File: src/rtl/multicycle_ctrl.sv
// multicycle_ctrl
//   Control FSM for a multicycle RV32I core. It sequences fetch, decode,
//   execute, memory and writeback over one shared memory and one ALU, drives
//   the datapath select lines, selects the immediate format, and decodes the
//   ALU function.
//
// Ports
//   clk         system clock, rising edge
//   rst_n       synchronous active-low reset
//   opcode      instr[6:0] from the instruction register
//   funct3      instr[14:12]
//   funct7b5    instr[30]
//   zero        ALU zero flag
//   mem_ready   memory returned data / accepted the access this cycle
//   PCWrite     PC register enable
//   AdrSrc      memory address select: 0=PC, 1=ALUResult register
//   MemWrite    memory write strobe
//   IRWrite     instruction register / OldPC enable
//   ResultSrc   00=ALUOut, 01=Data, 10=ALUResult
//   ALUSrcA     00=PC, 01=OldPC, 10=rs1 data
//   ALUSrcB     00=rs2 data, 01=ImmExt, 10=constant 4
//   ALUControl  000 add, 001 sub, 010 and, 011 or, 101 slt
//   ImmSrc      00=I, 01=S, 10=B, 11=J
//   RegWrite    register file write enable
//   state       current state, for debug/verification
module multicycle_ctrl #(
  parameter logic [3:0] RESET_STATE = 4'd0
) (
  input  logic       clk,
  input  logic       rst_n,
  input  logic [6:0] opcode,
  input  logic [2:0] funct3,
  input  logic       funct7b5,
  input  logic       zero,
  input  logic       mem_ready,
  output logic       PCWrite,
  output logic       AdrSrc,
  output logic       MemWrite,
  output logic       IRWrite,
  output logic [1:0] ResultSrc,
  output logic [1:0] ALUSrcA,
  output logic [1:0] ALUSrcB,
  output logic [2:0] ALUControl,
  output logic [1:0] ImmSrc,
  output logic       RegWrite,
  output logic [3:0] state
);

  localparam logic [3:0] S_FETCH    = 4'd0;
  localparam logic [3:0] S_DECODE   = 4'd1;
  localparam logic [3:0] S_MEMADR   = 4'd2;
  localparam logic [3:0] S_MEMREAD  = 4'd3;
  localparam logic [3:0] S_MEMWB    = 4'd4;
  localparam logic [3:0] S_MEMWRITE = 4'd5;
  localparam logic [3:0] S_EXECUTER = 4'd6;
  localparam logic [3:0] S_EXECUTEI = 4'd7;
  localparam logic [3:0] S_ALUWB    = 4'd8;
  localparam logic [3:0] S_BEQ      = 4'd9;
  localparam logic [3:0] S_JAL      = 4'd10;

  localparam logic [6:0] OP_LW   = 7'b0000011;
  localparam logic [6:0] OP_SW   = 7'b0100011;
  localparam logic [6:0] OP_R    = 7'b0110011;
  localparam logic [6:0] OP_I    = 7'b0010011;
  localparam logic [6:0] OP_BEQ  = 7'b1100011;
  localparam logic [6:0] OP_JAL  = 7'b1101111;

  logic [3:0] state_q, state_d;
  logic       pc_update;
  logic       branch;
  logic [1:0] alu_op;

  assign state = state_q;

  // State register
  always_ff @(posedge clk) begin
    if (!rst_n) state_q <= RESET_STATE;
    else        state_q <= state_d;
  end

  // Next-state logic; illegal codes 11-15 fall back to FETCH
  always_comb begin
    state_d = S_FETCH;
    case (state_q)
      S_FETCH:    state_d = mem_ready ? S_DECODE : S_FETCH;
      S_DECODE: begin
        case (opcode)
          OP_LW, OP_SW: state_d = S_MEMADR;
          OP_R:         state_d = S_EXECUTER;
          OP_I:         state_d = S_EXECUTEI;
          OP_JAL:       state_d = S_JAL;
          OP_BEQ:       state_d = S_BEQ;
          default:      state_d = S_FETCH;
        endcase
      end
      S_MEMADR:   state_d = (opcode == OP_SW) ? S_MEMWRITE : S_MEMREAD;
      S_MEMREAD:  state_d = mem_ready ? S_MEMWB : S_MEMREAD;
      S_MEMWB:    state_d = S_FETCH;
      S_MEMWRITE: state_d = S_FETCH;
      S_EXECUTER: state_d = S_ALUWB;
      S_EXECUTEI: state_d = S_ALUWB;
      S_ALUWB:    state_d = S_FETCH;
      S_BEQ:      state_d = S_FETCH;
      S_JAL:      state_d = S_ALUWB;
      default:    state_d = S_FETCH;
    endcase
  end

  // Moore output decode. Write strobes are qualified with rst_n so nothing
  // is written in a cycle where reset is being applied.
  always_comb begin
    AdrSrc    = 1'b0;
    MemWrite  = 1'b0;
    IRWrite   = 1'b0;
    ResultSrc = 2'b00;
    ALUSrcA   = 2'b00;
    ALUSrcB   = 2'b00;
    RegWrite  = 1'b0;
    pc_update = 1'b0;
    branch    = 1'b0;
    alu_op    = 2'b00;
    case (state_q)
      S_FETCH: begin
        ALUSrcB   = 2'b10;
        ResultSrc = 2'b10;
        IRWrite   = mem_ready & rst_n;
        pc_update = mem_ready;
      end
      S_DECODE: begin
        ALUSrcA = 2'b01;
        ALUSrcB = 2'b01;
      end
      S_MEMADR: begin
        ALUSrcA = 2'b10;
        ALUSrcB = 2'b01;
      end
      S_MEMREAD: AdrSrc = 1'b1;
      S_MEMWB: begin
        ResultSrc = 2'b01;
        RegWrite  = rst_n;
      end
      S_MEMWRITE: begin
        AdrSrc   = 1'b1;
        MemWrite = rst_n;
      end
      S_EXECUTER: begin
        ALUSrcA = 2'b10;
        alu_op  = 2'b10;
      end
      S_EXECUTEI: begin
        ALUSrcA = 2'b10;
        ALUSrcB = 2'b01;
        alu_op  = 2'b10;
      end
      S_ALUWB: RegWrite = rst_n;
      S_BEQ: begin
        ALUSrcA = 2'b10;
        alu_op  = 2'b01;
        branch  = 1'b1;
      end
      S_JAL: begin
        ALUSrcA   = 2'b01;
        ALUSrcB   = 2'b10;
        pc_update = 1'b1;
      end
      default: ;
    endcase
  end

  // PC enable follows zero combinationally so beq resolves in one cycle
  assign PCWrite = rst_n & (pc_update | (branch & zero));

  // Immediate format depends only on the opcode, not on state
  always_comb begin
    case (opcode)
      OP_SW:   ImmSrc = 2'b01;
      OP_BEQ:  ImmSrc = 2'b10;
      OP_JAL:  ImmSrc = 2'b11;
      default: ImmSrc = 2'b00;
    endcase
  end

  // ALU decode; opcode[5] separates R-type sub from addi with imm[10] set
  always_comb begin
    ALUControl = 3'b000;
    case (alu_op)
      2'b01: ALUControl = 3'b001;
      2'b10: begin
        case (funct3)
          3'b000:  ALUControl = (opcode[5] & funct7b5) ? 3'b001 : 3'b000;
          3'b010:  ALUControl = 3'b101;
          3'b110:  ALUControl = 3'b011;
          3'b111:  ALUControl = 3'b010;
          default: ALUControl = 3'b000;
        endcase
      end
      default: ALUControl = 3'b000;
    endcase
  end

endmodule

File: config.mk
export PLATFORM = sky130hd
export DESIGN_NAME = multicycle_ctrl
export DESIGN_NICKNAME = d
export VERILOG_FILES = /design/src/rtl/multicycle_ctrl.sv
export SDC_FILE = /design/constraint.sdc
export NUM_CORES = 1
export LEC_CHECK = 0
export CORE_ASPECT_RATIO = 0.9
export CORE_MARGIN = 8
export CORE_UTILIZATION = 30
export DETAILED_ROUTE_END_ITERATION = 10
export HOLD_SLACK_MARGIN = 0.05
export PLACE_DENSITY = 0.68
export RECOVER_POWER = 25
export SLEW_MARGIN = 30
export SYNTH_ARGS = -nofsm -noshare
export SYNTH_HDL_FRONTEND = slang
export SYNTH_SLANG_ARGS = --single-unit
File: constraint.sdc
create_clock -name clk -period 2.1 [get_ports clk]
set_clock_uncertainty 0.05 [all_clocks]
set_input_delay 0.42 -clock clk [delete_from_list [all_inputs] [get_ports clk]]
set_output_delay 0.42 -clock clk [all_outputs]
set_load 0.01 [all_outputs]
# Word-level counts from Yosys, hierarchy flattened
# Index checks and enable logic that the tools add are counted.
[op_classes]
add_sub_neg = 0
multipliers = 0
n_div = 0
order_cmp = 0
n_eq_ne = 21
n_shift = 0
mux = 19
n_bitwise = 5
n_reduce_logical = 11
[op_table]
columns = ["cell", "count"]
rows = [
  ["4-bit one-hot mux with 5 select lines", 2],
  ["4-bit by 3-bit == test with 1-bit output, second input constant", 4],
  ["2-bit one-hot mux with 2 select lines", 4],
  ["7-bit by 6-bit == test with 1-bit output, second input constant", 2],
  ["7-bit == test, second input constant", 2],
  ["4-bit == test, second input constant", 3],
  ["3-bit one-hot mux with 4 select lines", 1],
  ["2-bit OR reduction", 6],
  ["4-bit by 2-bit == test with 1-bit output, second input constant", 2],
  ["7-bit by 2-bit == test with 1-bit output, second input constant", 1],
  ["7-bit by 5-bit == test with 1-bit output, second input constant", 1],
  ["1-bit two-way mux", 7],
  ["3-bit == test, second input constant", 2],
  ["3-bit two-way mux", 2],
  ["2-bit one-hot mux with 3 select lines", 1],
  ["3-bit one-hot mux with 2 select lines", 1],
  ["3-bit OR reduction", 2],
  ["1-bit AND", 4],
  ["4-bit by 1-bit == test with 1-bit output, second input constant", 1],
  ["4-bit zero test", 1],
  ["4-bit OR reduction", 1],
  ["3-bit by 2-bit == test with 1-bit output, second input constant", 1],
  ["3-bit zero test", 1],
  ["2-bit by 1-bit == test with 1-bit output, second input constant", 1],
  ["other kinds (3)", 3],
]
[word_totals]
register_bits = 4
latch_bits = 0
ram_bits = 0
mem_bits_ro = 0
inputBits = 15
output_inout_bits = 20
elab_cells = 57
memories = 0

# Logic depth before layout (Yosys ltp)
# Gate-level depths: netlist of run 1.
[depth]
ltp_word = 5
mapped_depth = 10
mapped_depth_nobuf = 9

# Least setup slack after synthesis of run 1
# Ideal clock, no wire load.
[synth_timing]
kind = "reg2out"
from = "register state_q[0], in the netlist state[0]"
to = "output port ALUControl[2]"
arrival_ps = 1733
required_ps = 1630
setup_slack_ps = -103
path_stages_with_launch = 6
path_buffers = 0
cell_sequence = "dfxtp_1 -> nor2b_1 -> and2_1 -> nand2_1 -> ha_1 -> nor4_1"
[synth_between]
elab_chain_len = 5
word_cells_on_any_way = 8
classes_between = "eq/ne: 5; mux: 2; reduce/logical: 1"
[synth_rtl]
columns = ["element", "line_no", "source"]
rows = [
  ["start, declared", "68", "logic [3:0] state_q, state_d;"],
  ["start signal, assigned", "78", "else state_q <= state_d;"],
  ["4-bit by 3-bit == test with 1-bit output", "122", "case (state_q)"],
  ["2-bit OR reduction (no source line)", "--", ""],
  ["2-bit one-hot mux with 2 select lines (*)", "122", ""],
  ["2-bit == test / 2-bit by 1-bit == test with 1-bit output (equally long branches)", "186", "case (alu_op)"],
  ["3-bit one-hot mux with 2 select lines (*)", "186", ""],
  ["end, declared", "43", "output logic [2:0] ALUControl,"],
]
# Mark *: on every way between the ends. The rest lies on a longest branch, timed or not.

# Final worst setup path of run 1
[layout_timing]
from = "register state_q[0], in the netlist state[0]"
to = "output port ALUControl[0]"
# The elaborated chain is that of the path after synthesis.

==> results_dict.tcl, run 1 <==
set metrics [dict create \
    final_antenna_net_count 0 \
    syn_nets 101 \
    p_int_uw 210 \
    routed-via-count 855 \
    die_h_um 56.8 \
    drt_iter0_drc 23 \
    peakVddDrop_mv 0.193 \
    cap_violations 0 \
    r2r_slack_ns 0.41 \
    hold_end "state[2]" \
    synthSimpleGateAreaFrac_pct 44.1 \
    fmax_mhz 486 \
    yosysSeqAreaShare_pct 14.4 \
    htreeDepth 1 \
    whs_path_depth 4 \
    slew_viol_final 0 \
    path_cells "nor2b_4 > and2_4 > nand2_4 > ha_4 > nand2_2 > nor2_1 > nor3_1 > nor2_1 > buf_2" \
    largest_reg_flops 4 \
    synth.distinct_cells 34 \
    yosys_register_bits 4 \
    critPathRequiredTime_ns 1.63 \
    synth_compound_area_share_pct 23.9 \
    antenna_found_initial 0 \
    drt-pass1-iter-count 4 \
    power_frac_comb_pct 38.5 \
    hold_ws_ns 0.566 \
    dp_hpwl_um 1850 \
    clock_latency_ns 0.25 \
    r2r_cells 5 \
    clk_pin_slew_worst_paths_ns 0.04 \
    worstSetupPathType "flip-flop to output port" \
    rsz0062_at_grt "true" \
    power.share.clock_pct 35.5 \
    slew_headroom_pct 77.2 \
    synth_ff_type "dfxtp_1" \
    wire_per_inst_um 15.0 \
    p_sw_share_pct 30.6 \
    coreArea_um2 1720 \
    syn2layout_area_growth_pct 114 \
    p_sw_uw 92.8 \
    cts_buffers 3 \
    power_density_nw_per_um2 254 \
    synth.area.top_cells "dfxtp_1 (14%), nor2_1 (5.4%), nand2_1 (4.7%)" \
    critPathArrivalTime_ns 1.59 \
    worst_path_max_delay_cell "dfxtp_2" \
    dieArea_um2 3490 \
    synth_top_area_share_pct 14.4 \
    cts_max_path_buffers 2 \
    gr-total-overflow 0 \
    synth_area_leader_cell "dfxtp_1" \
    p_leak_uw 0.000626 \
    hp-class "primary input to flip-flop" \
    critPathMostFrequentCell "nor2_1" \
    synthArstFlopShare_pct 0 \
    grt_pass1_wl_um 4010 \
    min-delay-start "opcode[4]" \
    pwr-share-seq_pct 26.0 \
    layout_commonest_cell "buf_4" \
    grt_max_degree 16 \
    cts.sinks 4 \
    finalWirelength_um 2480 \
    drcViolationCount 0 \
    io_pins 35 \
    finalCriticalPeriod_ns 2.06 \
    portBuffers 34 \
    final_cell_mix "buf_4 (23), clkdlybuf4s50_1 (11), dlygate4sd2_1 (9), dlymetal6s2s_1 (8), nor2_1 (7)" \
    synthMuxAreaShare_pct 0 \
    setup_viol 0 \
    row_count 14 \
    worstPathMaxFanout 3 \
    initial_core_util_pct 32.4 \
    tritoncts "yes" \
    status "complete, no violations" \
    grt_pass1_vias 853 \
    hold_violations 0 \
    synth_top_family_by_area "simple AND/OR/NAND/NOR gates" \
    start_kind "flip-flop" \
    yosys.area_share.adder_pct 4.50 \
    syn_area_um2 556 \
    post-route-util_pct 69.4 \
    viasPerCell 5.18 \
    tightest_slew_ns 0.339 \
    synth_warnings 0 \
    place.gp.congestion 0.828 \
    fin_cells 165 \
    die_x_um 61.4 \
    nets 160 \
    post-route-period-util_pct 97.9 \
    synth_edf_count 0 \
    drive_gt1_share_pct 36.9 \
    grtUsageTotal_pct 14.5 \
    root_buffer "clkbuf_4" \
    syn_inst 84 \
    worst_setup_path_end_kind "output port" \
    dp.cells 161 \
    rr_startpoint "state[0]" \
    synth_xor_area_share_pct 6.31 \
    n_antenna_cell 0 \
    avgSynthCellArea_um2 6.61 \
    cpPeakStageDelay_ns 0.32 \
    r2r-end "state[1]" \
]
[stage by stage]
stage          cell area [um^2]  setup slack, ns  total power, uW  setup TNS (ns)
4_1_cts                    1130          -0.0371              303         -0.0371
5_1_grt                    1190          -0.0448              318         -0.0614
3_3_place_gp               1090           -0.457              193           -1.88
2_1_floorplan               564           0.0436              117               0
3_5_place_dp               1090           -0.471              195           -1.99
6_report                   1190           0.0434              303               0
[how the worst max path moves through the flow]
stage	from	end	slack [ns]	cells after the start
floorplan	state[3]	ALUControl[2]	0.04	7
global placement	opcode[3]	ImmSrc[0]	-0.46	5
detailed placement	opcode[3]	ImmSrc[0]	-0.47	5
CTS	opcode[3]	ImmSrc[0]	-0.04	5
global route	state[0]	ALUControl[0]	-0.04	9
finish	state[0]	ALUControl[0]	0.04	9
[area by class of cell]
class	count	area [um^2]
clock buffers	3	22.5
fillers	153	526
inverters	4	15.0
multi-input cells	71	528
flip-flops and latches	4	83.8
well taps	24	30.0
repair buffers	59	512
[worst max-delay path, delay by kind of cell, from the launching register on]
family / cells / cell delay, ns
buffers and inverters: 1 / 0.14
and+or+nand+nor: 7 / 0.71
adders and majority gates: 1 / 0.17
DFF: 1 / 0.32
[synthesized netlist by cell type (2+ instances only)]
cell type / instances
nor4_1: 3
nand2_1: 7
a21oi_1: 5
nor2b_1: 2
clkbuf_1: 2
nand3_1: 4
o21ai_0: 5
and3_1: 4
dfxtp_1: 4
nor3b_1: 3
inv_1: 4
or3_1: 2
nand2b_1: 2
xnor2_1: 3
buf_2: 3
ha_1: 2
o21a_1: 2
nor2_1: 8
nor3_1: 4
[what timing repair did]
item,CTS,global route
resized for setup,44,18
hold buffers,0,0
setup endpoints to repair,14,8
pin swaps,3,10
buffers inserted,0,1
hold endpoints to repair,0,0
[cell families (layout without fill, tap and decap cells)]
| logic type | count (synthesis) | in the layout |
|---|---|---|
| buf+inv | 9 | 66 |
| compound gates | 20 | 20 |
| simple gates | 45 | 45 |
| fa+ha+maj | 2 | 2 |
| xor+xnor | 4 | 4 |
| flops | 4 | 4 |
[routing by layer]
metal | GRT usage (%) | vias to the layer above | wire (um)
li1 | - | 420 | -
met1 | 17.2 | 405 | 1120
met2 | 24.2 | 27 | 1180
met3 | 3.41 | 3 | 153
met4 | 4.87 | 0 | 29
met5 | 0 | - | 0
[power groups by stage]
stage               Combinational (uW)  Clock (uW)  Sequential (uW)
floorplan                         35.4           0             81.4
global placement                   113           0             79.6
detailed placement                 115           0             79.7
CTS                                116         108             78.8
global route                       126         113             78.8
finish                             117         107             78.8
(Power assumes the default switching activity.)
==> inputs of run 2 (changes only) <==
--- a/config.mk
+++ b/config.mk
@@ -6,10 +6,9 @@
 export NUM_CORES = 1
 export LEC_CHECK = 0
-export CORE_ASPECT_RATIO = 0.9
 export CORE_MARGIN = 8
-export CORE_UTILIZATION = 30
+export CORE_UTILIZATION = 33
 export DETAILED_ROUTE_END_ITERATION = 10
 export HOLD_SLACK_MARGIN = 0.05
-export PLACE_DENSITY = 0.68
+export PLACE_DENSITY = 0.74
 export RECOVER_POWER = 25
 export SLEW_MARGIN = 30
==> constraint.sdc (replaced) <==
create_clock -name clk -period 2.1 [get_ports clk]
set_clock_uncertainty 0.05 [all_clocks]
set_input_delay 0.315 -clock clk [delete_from_list [all_inputs] [get_ports clk]]
set_output_delay 0.315 -clock clk [all_outputs]
set_load 0.01 [all_outputs]
==> run 2 against run 1 <==
Net effect: routed wire length shrank 11%; global-route usage shrank 1.8 points; fmax grew 0.48%; final cell count shrank 5.5%; flip-flop and latch count is the same; non-clock buffer count shrank 2; register-to-register slack gained 0.10 ns; critical endpoint is now ResultSrc[0]; largest power group unchanged; highest routed layer unchanged.
==> results_dict.tcl, run 2 (synthesis results as in run 1) <==
set metrics [dict create \
    status "complete, no violations" \
    final_cell_area_um2 1110 \
    die_x_um 57.0 \
    die_h_um 57.0 \
    post-route-util_pct 67.0 \
    peakVddDrop_mv 0.265 \
    path_cells "buf_6 > buf_4 > nor4_1 > clkdlybuf4s50_1" \
    worstSetupPathType "flip-flop to output port" \
    row_count 15 \
    tightest_slew_ns 0.270 \
    initial_core_util_pct 33.6 \
    final_cell_mix "clkdlybuf4s50_1 (23), buf_4 (21), nand2_1 (7), nor2_1 (7)" \
    rsz0062_at_grt "true" \
    fin_cells 156 \
    nets 158 \
    htreeDepth 1 \
    n_antenna_cell 0 \
    syn2layout_area_growth_pct 99.3 \
    dp.cells 151 \
    fmax_mhz 489 \
    gr-total-overflow 0 \
    slew_headroom_pct 81.8 \
    clock_latency_ns 0.23 \
    cpPeakStageDelay_ns 0.59 \
    io_pins 35 \
    final_antenna_net_count 0 \
    drt-pass1-iter-count 4 \
    cap_violations 0 \
    critPathRequiredTime_ns 1.74 \
    root_buffer "clkbuf_4" \
    hp-class "flip-flop to flip-flop" \
    routed-via-count 836 \
    cts.sinks 4 \
    power_density_nw_per_um2 258 \
    tritoncts "yes" \
    start_kind "flip-flop" \
    place.gp.congestion 0.829 \
    p_leak_uw 0.000487 \
    worstPathMaxFanout 4 \
    grt_pass1_wl_um 3540 \
    r2r_slack_ns 0.51 \
    finalCriticalPeriod_ns 2.05 \
    wire_per_inst_um 14.2 \
    cts_max_path_buffers 2 \
    grt_max_degree 16 \
    drive_gt1_share_pct 28.1 \
    power_frac_comb_pct 39.8 \
    power.share.clock_pct 32.6 \
    preCtsSetupSlack_ns -0.313 \
    clk_pin_slew_worst_paths_ns 0.04 \
    p_sw_uw 74.7 \
    worst_path_max_delay_cell "clkdlybuf4s50_1" \
    rr_startpoint "state[0]" \
    dp_hpwl_um 1670 \
    min-delay-start "state[3]" \
    cts_buffers 3 \
    grtUsageTotal_pct 12.7 \
    dpl_cell_area_um2 1050 \
    num-fill-cells 160 \
    finalWirelength_um 2220 \
    setup_viol 0 \
    critPathArrivalTime_ns 1.68 \
    p_int_uw 211 \
    layout_commonest_cell "clkdlybuf4s50_1" \
    antenna_found_initial 0 \
    post-route-period-util_pct 97.5 \
    largest_reg_flops 4 \
    path_delay_family "buffers and inverters" \
    grt_pass1_vias 792 \
    drcViolationCount 0 \
    portBuffers 34 \
    hold_violations 0 \
    pwr-share-seq_pct 27.6 \
    p_sw_share_pct 26.2 \
    final.setup.worst_slack_ns 0.0532 \
    viasPerCell 5.36 \
    dieArea_um2 3250 \
    slew_viol_final 0 \
    worst_setup_path_end_kind "output port" \
    drt_iter0_drc 45 \
    cp_num_buf_inv 3 \
    coreArea_um2 1650 \
    crit_start "state[1]" \
]
==> run 2: power groups by stage <==
stage	combinational [uW]	clock (uW)	sequential, uW
final	114	92.9	78.7
after CTS	114	101	78.6
after detailed placement	112	0	79.6
after global placement	110	0	79.5
after floorplan	35.1	0	81.4
after global routing	123	99.5	78.8
==> run 2: path summary, 6_finish.rpt <==
check	endpoint	cells past startpoint
hold / removal	state[3]	3
hold reg to reg	state[3]	3
setup / recovery	ResultSrc[0]	4
setup reg to reg	state[1]	5
==> run 2: final cells by class <==
type | instances | area (um^2) | area share, %
repair buffers | 57 | 492 | 44.4
clock buffers | 3 | 22.5 | 2.03
inverters | 4 | 15.0 | 1.36
flip-flops and latches | 4 | 81.3 | 7.34
well taps | 17 | 21.3 | 1.92
multi-input cells | 71 | 475 | 42.9
==> run 2: per-layer routing <==
layer	GRT usage [%]	up-vias	part of all wire, %
met4	4.70	0	0.59
met3	2.22	2	5.6
met1	14.3	393	40
met2	22.9	24	54
li1	-	417	-
met5	0	-	0
==> run 2: stage by stage <==
step	hold slack [ns]	power, uW	setup TNS (ns)
after floorplan	0.417	116	0
after global placement	0.631	190	-0.680
after detailed placement	0.641	191	-0.816
after CTS	0.660	294	0
after global routing	0.744	302	-0.0172
final	0.667	285	0
==> run 2: tightest hold or removal path: cells and delay by family, from the launching register on <==
kind	cells	cell delay, ns
AO/OA/AOI/OAI	2	0.21
flip-flops	1	0.38
AND/OR/NAND/NOR	1	0.07
==> run 2: what timing repair did <==
| action | 4_1_cts | 5_1_grt |
|---|---|---|
| pin swaps | 1 | 4 |
| endpoints found under the setup margin | 7 | 7 |
| hold buffers | 0 | 0 |
| resized for setup | 19 | 12 |
| setup buffers | 2 | 0 |
==> inputs of run 3 (changes only) <==
- CAP_MARGIN: not set -> 5
- RECOVER_POWER: 25 -> not set
==> run 3 against run 2 <==
Net effect: clock-buffer cell count unchanged; critical endpoint unchanged; combinational power about the same; largest power group unchanged; die area unchanged; sequential share of layout area decreased by 0.17 points; non-clock buffer count unchanged; final area increased by 2.4%.
==> results_dict.tcl, run 3 (synthesis results as in run 1) <==
set metrics [dict create \
    min-delay-start "state[3]" \
    rsz0062_at_grt "true" \
    nets 158 \
    fin_cells 156 \
    die_x_um 57.0 \
    worst_setup_path_end_kind "output port" \
    met1Wirelength_um 868 \
    final_cell_mix "clkdlybuf4s50_1 (24), buf_4 (21), nand2_1 (7), nor2_1 (7)" \
    tightest_slew_ns 0.267 \
    path_cells "buf_6 > buf_4 > nor4_1 > clkdlybuf4s50_1" \
    cts_buffers 3 \
    place.gp.congestion 0.829 \
    htreeDepth 1 \
    r2r_cells 5 \
    hp-class "flip-flop to flip-flop" \
    slew_headroom_pct 82.0 \
    worstSetupPathType "flip-flop to output port" \
    critPathArrivalTime_ns 1.68 \
    rr_startpoint "state[0]" \
    r2r-end "state[1]" \
    setup_viol 0 \
    worst_path_max_delay_cell "clkdlybuf4s50_1" \
    grt_max_degree 16 \
    portBuffers 34 \
    fmax_mhz 488 \
    r2r_slack_ns 0.51 \
    path_delay_family "buffers and inverters" \
    wire_per_inst_um 14.2 \
    clk_pin_slew_worst_paths_ns 0.04 \
    routed-via-count 839 \
    tritoncts "yes" \
    antenna_found_initial 0 \
    worstPathMaxFanout 4 \
    preCtsSetupSlack_ns -0.313 \
    power_density_nw_per_um2 253 \
    grt_pass1_wl_um 3540 \
    final_antenna_net_count 0 \
    gr-total-overflow 0 \
    highest-signal-layer "met4" \
    hold_end "state[3]" \
    n_antenna_cell 0 \
    dp_hpwl_um 1670 \
    hold_buffers 0 \
    whs_path_depth 3 \
    row_count 15 \
    grt_pass1_vias 792 \
    cpPeakStageDelay_ns 0.59 \
    cp_num_buf_inv 3 \
    die_h_um 57.0 \
    drive_gt1_share_pct 28.1 \
    start_kind "flip-flop" \
    post-route-period-util_pct 97.6 \
    grtUsageTotal_pct 12.7 \
    slew_viol_final 0 \
    wl_met3_um 124 \
    finalCriticalPeriod_ns 2.05 \
    syn2layout_area_growth_pct 104 \
    peakVddDrop_mv 0.265 \
    dieArea_um2 3250 \
    layout_commonest_cell "clkdlybuf4s50_1" \
    dp.cells 151 \
    cp.depth 4 \
    p_leak_uw 0.000532 \
    root_buffer "clkbuf_4" \
    drt-pass1-iter-count 4 \
    viasPerCell 5.38 \
    io_pins 35 \
    finalWirelength_um 2220 \
    largest_reg_flops 4 \
    cap_violations 0 \
    clock_latency_ns 0.23 \
    cts.sinks 4 \
    hold_violations 0 \
    critPathRequiredTime_ns 1.74 \
    cts_max_path_buffers 2 \
    coreArea_um2 1650 \
    routed-wl-met2_um 1210 \
    drcViolationCount 0 \
    drt_iter0_drc 45 \
    final.setup.worst_slack_ns 0.0510 \
    status "complete, no violations" \
    initial_core_util_pct 33.6 \
]
## run 3: changes by cell type in the layout (fill, tap and decap cells not counted), sizes merged
cell and delta:
dlymetal6s2s +3, clkbuf -3, clkdlybuf4s50 +1, dlygate4sd3 -1
## run 3: worst max-delay path by stage
stage / startpoint / endpoint / slack [ns]
2_1_floorplan: state[0] / ALUControl[2] / 0.002
3_3_place_gp: opcode[3] / ImmSrc[0] / -0.23
3_5_place_dp: opcode[3] / ImmSrc[0] / -0.31
4_1_cts: state[0] / ALUControl[2] / 0.006
5_1_grt: state[0] / ALUControl[0] / -0.02
6_report: state[1] / ResultSrc[0] / 0.05
## run 3: repair_timing
item,CTS,global route
gates resized for setup,19,12
buffers inserted,2,0
pin swaps,1,4
cloned,0,0
endpoints found under the setup margin,7,7
## run 3: final cells by class
cell class                      count  area [um^2]
Sequential cell                     4         81.3
Tap cell                           17         21.3
Multi-Input combinational cell     71          475
Inverter                            4         15.0
Timing Repair Buffer               57          518
Fill cell                         154          518
Clock buffer                        3         22.5
## run 3: per-layer routing
| metal | vias up | track usage (%) |
|---|---|---|
| li1 | 417 | - |
| met1 | 396 | 14.3 |
| met2 | 24 | 22.9 |
| met3 | 2 | 2.22 |
| met4 | 0 | 4.70 |
| met5 | - | 0 |
## run 3: metrics by stage
| stage | utilization (%) | power [uW] | TNS, ns | hold slack [ns] | cell area [um^2] |
|---|---|---|---|---|---|
| 2_1_floorplan | - | 116 | 0 | 0.417 | 556 |
| 3_3_place_gp | 63.7 | 190 | -0.680 | 0.631 | 1050 |
| 3_5_place_dp | 63.7 | 191 | -0.816 | 0.641 | 1050 |
| 4_1_cts | 68.1 | 294 | 0 | 0.660 | 1120 |
| 5_1_grt | 68.6 | 303 | -0.0172 | 0.744 | 1130 |
| 6_report | 68.6 | 287 | 0 | 0.666 | 1130 |
## run 3: tightest hold or removal path, stage by stage, from the launching register on
cell and delay [ns]:
dfxtp_1 0.38, nor2_2 0.07, o21ai_0 0.15, a21boi_1 0.06
## run 3: power by group
group          switching [uW]  internal (uW)
logic                    44.7           70.2
clock network            29.2           63.8
registers               0.816           77.9
total                    74.7            212
